[config.mk]
export PLATFORM = sky130hd
export DESIGN_NAME = panda_divider
export DESIGN_NICKNAME = d
export VERILOG_FILES = /design/src/rtl/panda_pkg.sv /design/src/rtl/panda_adder.sv /design/src/rtl/panda_divider.sv
export SDC_FILE = /design/constraint.sdc
export NUM_CORES = 1
export LEC_CHECK = 0
export ABC_AREA = 1
export ABC_CLOCK_PERIOD_IN_PS = 5550
export CAP_MARGIN = 20
export CORE_ASPECT_RATIO = 1.2
export CORE_MARGIN = 4
export CORE_UTILIZATION = 30
export DETAILED_ROUTE_END_ITERATION = 12
export GPL_ROUTABILITY_DRIVEN = 0
export GPL_TIMING_DRIVEN = 0
export PLACE_DENSITY = 0.56
export SLEW_MARGIN = 20
export SYNTH_ARGS = -nofsm -noshare
export SYNTH_HDL_FRONTEND = slang
export SYNTH_SLANG_ARGS = --single-unit
[constraint.sdc]
create_clock -name clk_i -period 5.55 [get_ports clk_i]
set_input_delay 0.8325 -clock clk_i [delete_from_list [all_inputs] [get_ports clk_i]]
set_output_delay 0.8325 -clock clk_i [all_outputs]
set_load 0.005 [all_outputs]
[src/rtl/panda_pkg.sv]
// panda_pkg: shared types for the Panda execute-stage multiply/divide unit.
package panda_pkg;
  typedef enum logic [1:0] {
    MD_DIV  = 2'd0,
    MD_DIVU = 2'd1,
    MD_REM  = 2'd2,
    MD_REMU = 2'd3
  } md_op_e;
  typedef enum logic [1:0] {
    DIV_IDLE   = 2'd0,
    DIV_DIVIDE = 2'd1,
    DIV_DONE   = 2'd2
  } div_state_e;
endpackage

[src/rtl/panda_adder.sv]
// panda_adder: Width-bit adder; subtract_i selects a - b via invert-and-carry-in.
module panda_adder #(
  parameter int Width = 32
) (
  input  logic [Width-1:0] a_i,
  input  logic [Width-1:0] b_i,
  input  logic             subtract_i,
  output logic [Width-1:0] sum_o
);
  assign sum_o = a_i + (subtract_i ? ~b_i : b_i) + Width'(subtract_i);
endmodule

[src/rtl/panda_divider.sv]
// panda_divider: iterative radix-2 restoring divider for RV32M DIV/DIVU/REM/REMU.
module panda_divider
  import panda_pkg::*;
#(
  parameter int Width = 32
) (
  input  logic             clk_i,
  input  logic             rst_ni,
  input  logic             valid_i,
  output logic             ready_o,
  input  logic [1:0]       op_i,
  input  logic [Width-1:0] dividend_i,
  input  logic [Width-1:0] divisor_i,
  output logic             valid_o,
  output logic [Width-1:0] result_o
);
  div_state_e       state_q, state_d;
  md_op_e           op_q;
  logic [Width-1:0] rem_q, quo_q, dvs_q, cnt_q;
  logic             neg_q;
  logic             signed_op, rem_op, a_neg, b_neg, accept, div_zero, ovf, special, ge, last;
  logic [Width-1:0] a_mag, b_mag, special_res, quo_n, rem_n, sel, final_res;
  logic [Width:0]   shifted, diff;
  assign signed_op   = md_op_e'(op_i) == MD_DIV || md_op_e'(op_i) == MD_REM;
  assign rem_op      = md_op_e'(op_i) == MD_REM || md_op_e'(op_i) == MD_REMU;
  assign a_neg       = signed_op & dividend_i[Width-1];
  assign b_neg       = signed_op & divisor_i[Width-1];
  assign a_mag       = a_neg ? -dividend_i : dividend_i;
  assign b_mag       = b_neg ? -divisor_i : divisor_i;
  assign div_zero    = divisor_i == '0;
  assign ovf         = signed_op && dividend_i == {1'b1, {(Width-1){1'b0}}} && divisor_i == '1;
  assign special     = div_zero | ovf;
  assign special_res = div_zero ? (rem_op ? dividend_i : '1) : (rem_op ? '0 : dividend_i);
  assign ready_o     = state_q == DIV_IDLE;
  assign valid_o     = state_q == DIV_DONE;
  assign accept      = valid_i & ready_o;
  // The dividend magnitude sits in the quotient register and shifts into the remainder MSB-first.
  assign shifted = {rem_q, quo_q[Width-1]};
  panda_adder #(.Width(Width + 1)) u_sub (
    .a_i       (shifted),
    .b_i       ({1'b0, dvs_q}),
    .subtract_i(1'b1),
    .sum_o     (diff)
  );
  assign ge        = ~diff[Width];
  assign rem_n     = ge ? diff[Width-1:0] : shifted[Width-1:0];
  assign quo_n     = {quo_q[Width-2:0], ge};
  assign last      = cnt_q == Width'(1);
  assign sel       = (op_q == MD_REM || op_q == MD_REMU) ? rem_n : quo_n;
  assign final_res = neg_q ? -sel : sel;
  always_comb begin
    state_d = state_q;
    unique case (state_q)
      DIV_IDLE:   state_d = accept ? (special ? DIV_DONE : DIV_DIVIDE) : DIV_IDLE;
      DIV_DIVIDE: state_d = last ? DIV_DONE : DIV_DIVIDE;
      default:    state_d = DIV_IDLE;
    endcase
  end
  always_ff @(posedge clk_i or negedge rst_ni) begin
    if (!rst_ni) state_q <= DIV_IDLE;
    else state_q <= state_d;
  end
  always_ff @(posedge clk_i or negedge rst_ni) begin
    if (!rst_ni) begin
      op_q     <= MD_DIV;
      rem_q    <= '0;
      quo_q    <= '0;
      dvs_q    <= '0;
      cnt_q    <= '0;
      neg_q    <= 1'b0;
      result_o <= '0;
    end else if (accept) begin
      op_q  <= md_op_e'(op_i);
      rem_q <= '0;
      quo_q <= a_mag;
      dvs_q <= b_mag;
      cnt_q <= Width'(Width);
      neg_q <= rem_op ? a_neg : a_neg ^ b_neg;
      if (special) result_o <= special_res;
    end else if (state_q == DIV_DIVIDE) begin
      rem_q <= rem_n;
      quo_q <= quo_n;
      cnt_q <= cnt_q - Width'(1);
      if (last) result_o <= final_res;
    end
  end
endmodule

==> flow_summary_export.csv <==
group,metric,value,unit
grt,grt_usage,21.7,%
cts,clk_path_buf_depth,2,
synthesis,async_flop_share,100,%
die,floorplan.rows,87,
synthesis,ys_seq_area_share,28.5,%
routing,vias,15682,
synthesis,yosys_register_bits,164,
power_and_ir_drop,ir_drop,0.252,mV
timing,skew,0.0157,ns
grt,antenna_found_initial,0,
cts,root_buffer,"clkbuf_16",
synthesis,syn-num-nets,2472,
placement,numPortBuffers,101,
synthesis,ys_warn_count,0,
die,pin_count,103,
critical_path,start_kind,"input port",
placement,place_area,16200,sq um
synthesis,synthesis.area,14400,sq um
cells_and_area,nets,2594,
cts,htreeDepth,4,
timing,grt_setup_unrepaired,"false",
die,start_util,30.5,%
grt,grt_pass1_vias,15350,
grt,grt_pass1_wl,87300,microns
synthesis,synth_cell_types,52,
critical_path,crit_fanout,10,
power_and_ir_drop,power.density,720,nW/um^2
power_and_ir_drop,comb_power_share,71.5,%
critical_path,arrival,4.95,ns
critical_path,end_kind,"flop",
critical_path,worstPathRequired,5.93,ns
placement,hpwl,47500,microns
timing,finalHoldViolCount,0,
critical_path,path_class,"in -> reg",
status,status,"finished clean",
routing,dr.pass1.iters,8,
die,die_h,248,microns
routing,ant_nets,0,
routing,vias_per_cell,5.02,
timing,fin_ws,0.980,ns
die,core_area,47200,sq um
power_and_ir_drop,power_frac_seq,18.2,%
critical_path,regToRegSetupSlack,1.44,ns
cts,cts_hold_buf,0,
synthesis,synth_ff_type,"dfrtp_1",
synthesis,synth.avg_cell_area,6.09,sq um
cells_and_area,final_common_cell,"nand2_1",
timing,fmax,219,MHz
cells_and_area,final_cell_mix,"nand2_1 (712), inv_1 (336), nor2_1 (231)",
cells_and_area,drive_above_1_share,4.28,%
cts,cts_tree,"done",
timing,max_slew.worst_pin.slew,0.984,ns
synthesis,syn_inst,2364,
cts,insertion_delay,0.47,ns
routing,wl_per_cell,18.3,microns
cts,ctsResizeCount,0,
flow_run,cap_violations,0,
critical_path,r2r_cells,26,
cts,tritoncts.num_buffers,17,
power_and_ir_drop,swShare,56.0,%
power_and_ir_drop,switchingPower,6.80,mW
routing,drc_errors,0,
routing,wirelength,57100,microns
hold_path,holdCritPathClass,"in -> async",
power_and_ir_drop,cell_internal_pwr,5.33,mW
timing,finalCritPeriodShare,82.3,%
die,die_w,208,microns
placement,place_worst_setup_slack,0.631,ns
cells_and_area,postLayoutCellArea,16800,sq um
grt,overflow,0,
cells_and_area,syn_to_final_growth,17.0,%
synthesis,synth_edf_count,0,
grt,grt_start_max_net_pins,65,
die,die-area,51500,sq um
cts,clkSlewWorstSetupHoldPaths,0.07,ns
timing,finalSetupViolCount,0,
power_and_ir_drop,leakage,8.53,nW
routing,drt_iter0_drc,1511,
timing,maxSlewHeadroom,34.4,%
timing,drv_slew,0,
timing,min_period,4.57,ns
cts,cts.sinks,164,
cts,cts_setup_buffers,0,
power_and_ir_drop,clkPwrFrac,10.3,%
path summary, 6_finish.rpt:
check | startpoint | to
setup / recovery | dividend_i[0] | result_o[18]$_DFFE_PN0P_
hold / removal | rst_ni | cnt_q[22]$_DFFE_PN0P_
setup reg to reg | dvs_q[0]$_DFFE_PN0P_ | result_o[26]$_DFFE_PN0P_
hold reg to reg | dvs_q[29]$_DFFE_PN0P_ | dvs_q[29]$_DFFE_PN0P_
max in group asynchronous | rst_ni | rem_q[11]$_DFFE_PN0P_
min in group clk_i | dvs_q[29]$_DFFE_PN0P_ | dvs_q[29]$_DFFE_PN0P_
worst max-delay path, stage by stage:
cell             delay, ns
clkdlybuf4s50_1       0.45
inv_1                 0.15
ha_1                  0.21
nand3_1               0.12
nor3_1                0.31
nand2_1               0.23
nor4_1                0.76
nand4_1               0.23
nand3_1               0.20
nand2_1               0.34
inv_1                 0.19
buf_2                 0.30
clkbuf_1              0.39
nor2_1                0.08
a21oi_1               0.14
metal layers:
metal / track usage, % / share of wire [%] / vias to the layer above
li1: - / - / 7824
met1: 25.2 / 40 / 7156
met2: 38.1 / 48 / 559
met3: 2.82 / 4.8 / 143
met4: 13.6 / 6.7 / 0
met5: 0 / 0 / -
final cells by class:
class	count	area (sq um)
repair buffers	103	1070
fillers	5231	30400
diodes	1	2.50
inverters	344	1290
flip-flops and latches	164	4100
plain buffers	88	398
clock inverters	12	148
clock buffers	20	447
multi-input cells	1768	8590
well taps	623	779
synthesized netlist by cell type, types with 4 or more instances:
| cell type | number | area [sq um] |
|---|---|---|
| buf_1 | 12 | 45.0 |
| o21a_1 | 4 | 30.0 |
| nor2_1 | 231 | 867 |
| dfrtp_1 | 164 | 4100 |
| clkbuf_1 | 60 | 225 |
| a21oi_1 | 113 | 566 |
| nand2_2 | 19 | 119 |
| nor4_1 | 20 | 125 |
| o211ai_1 | 5 | 37.5 |
| nand2_1 | 712 | 2670 |
| or2_2 | 4 | 25.0 |
| nand2_4 | 6 | 67.6 |
| a31oi_1 | 13 | 81.3 |
| nand3b_1 | 7 | 52.6 |
| o22ai_1 | 12 | 75.1 |
| nand3_1 | 211 | 1060 |
| buf_2 | 8 | 40.0 |
| xor2_1 | 51 | 447 |
| xnor2_1 | 15 | 131 |
| ha_1 | 38 | 475 |
| o21ai_0 | 197 | 986 |
| inv_1 | 336 | 1260 |
| nor2_2 | 9 | 56.3 |
| and3_1 | 4 | 25.0 |
| inv_2 | 8 | 30.0 |
| nand4_1 | 36 | 225 |
| buf_6 | 4 | 45.0 |
| nor3_1 | 27 | 135 |
power groups by stage:
stage	clock network, mW	registers (mW)	logic [mW]
5_1_grt	1.32	2.28	9.73
6_report	1.25	2.21	8.67
4_1_cts	1.27	2.20	8.54
3_3_place_gp	0	2.22	8.43
3_5_place_dp	0	2.22	8.48
2_1_floorplan	0	2.10	5.96
state kept, by name, indices dropped and copies added, names as in the netlist:
register	count
op_q	1
state_q	2
cnt_q	32
rem_q	32
neg_q	1
dvs_q	32
quo_q	32
result_o	32
kinds of logic (layout without fill, tap and decap cells):
kind of cell | count (synthesis) | count (layout) | synth area share (%)
AND/OR/NAND/NOR | 1295 | 1295 | 38.4
multiplexers | 4 | 4 | 0.304
AO/OA/AOI/OAI | 364 | 364 | 13.6
buffers and inverters | 432 | 567 | 11.7
XOR/XNOR | 66 | 66 | 4.02
other | 0 | 1 | 0
flip-flops | 164 | 164 | 28.5
adder cells (fa/ha/maj) | 39 | 39 | 3.44
per-stage QoR:
stage          util, %  hold slack [ns]  setup TNS, ns  power, mW  cells
6_report          35.6            0.259              0       12.1   3123
3_3_place_gp      34.2            0.475        -571.88       10.6   3088
2_1_floorplan        -            0.453              0       8.06   2364
3_5_place_dp      34.4            0.477              0       10.7   3090
4_1_cts           35.6            0.269              0       12.0   3122
5_1_grt           35.6            0.282              0       13.3   3122
Note: power is estimated with default switching activity, not from simulation.
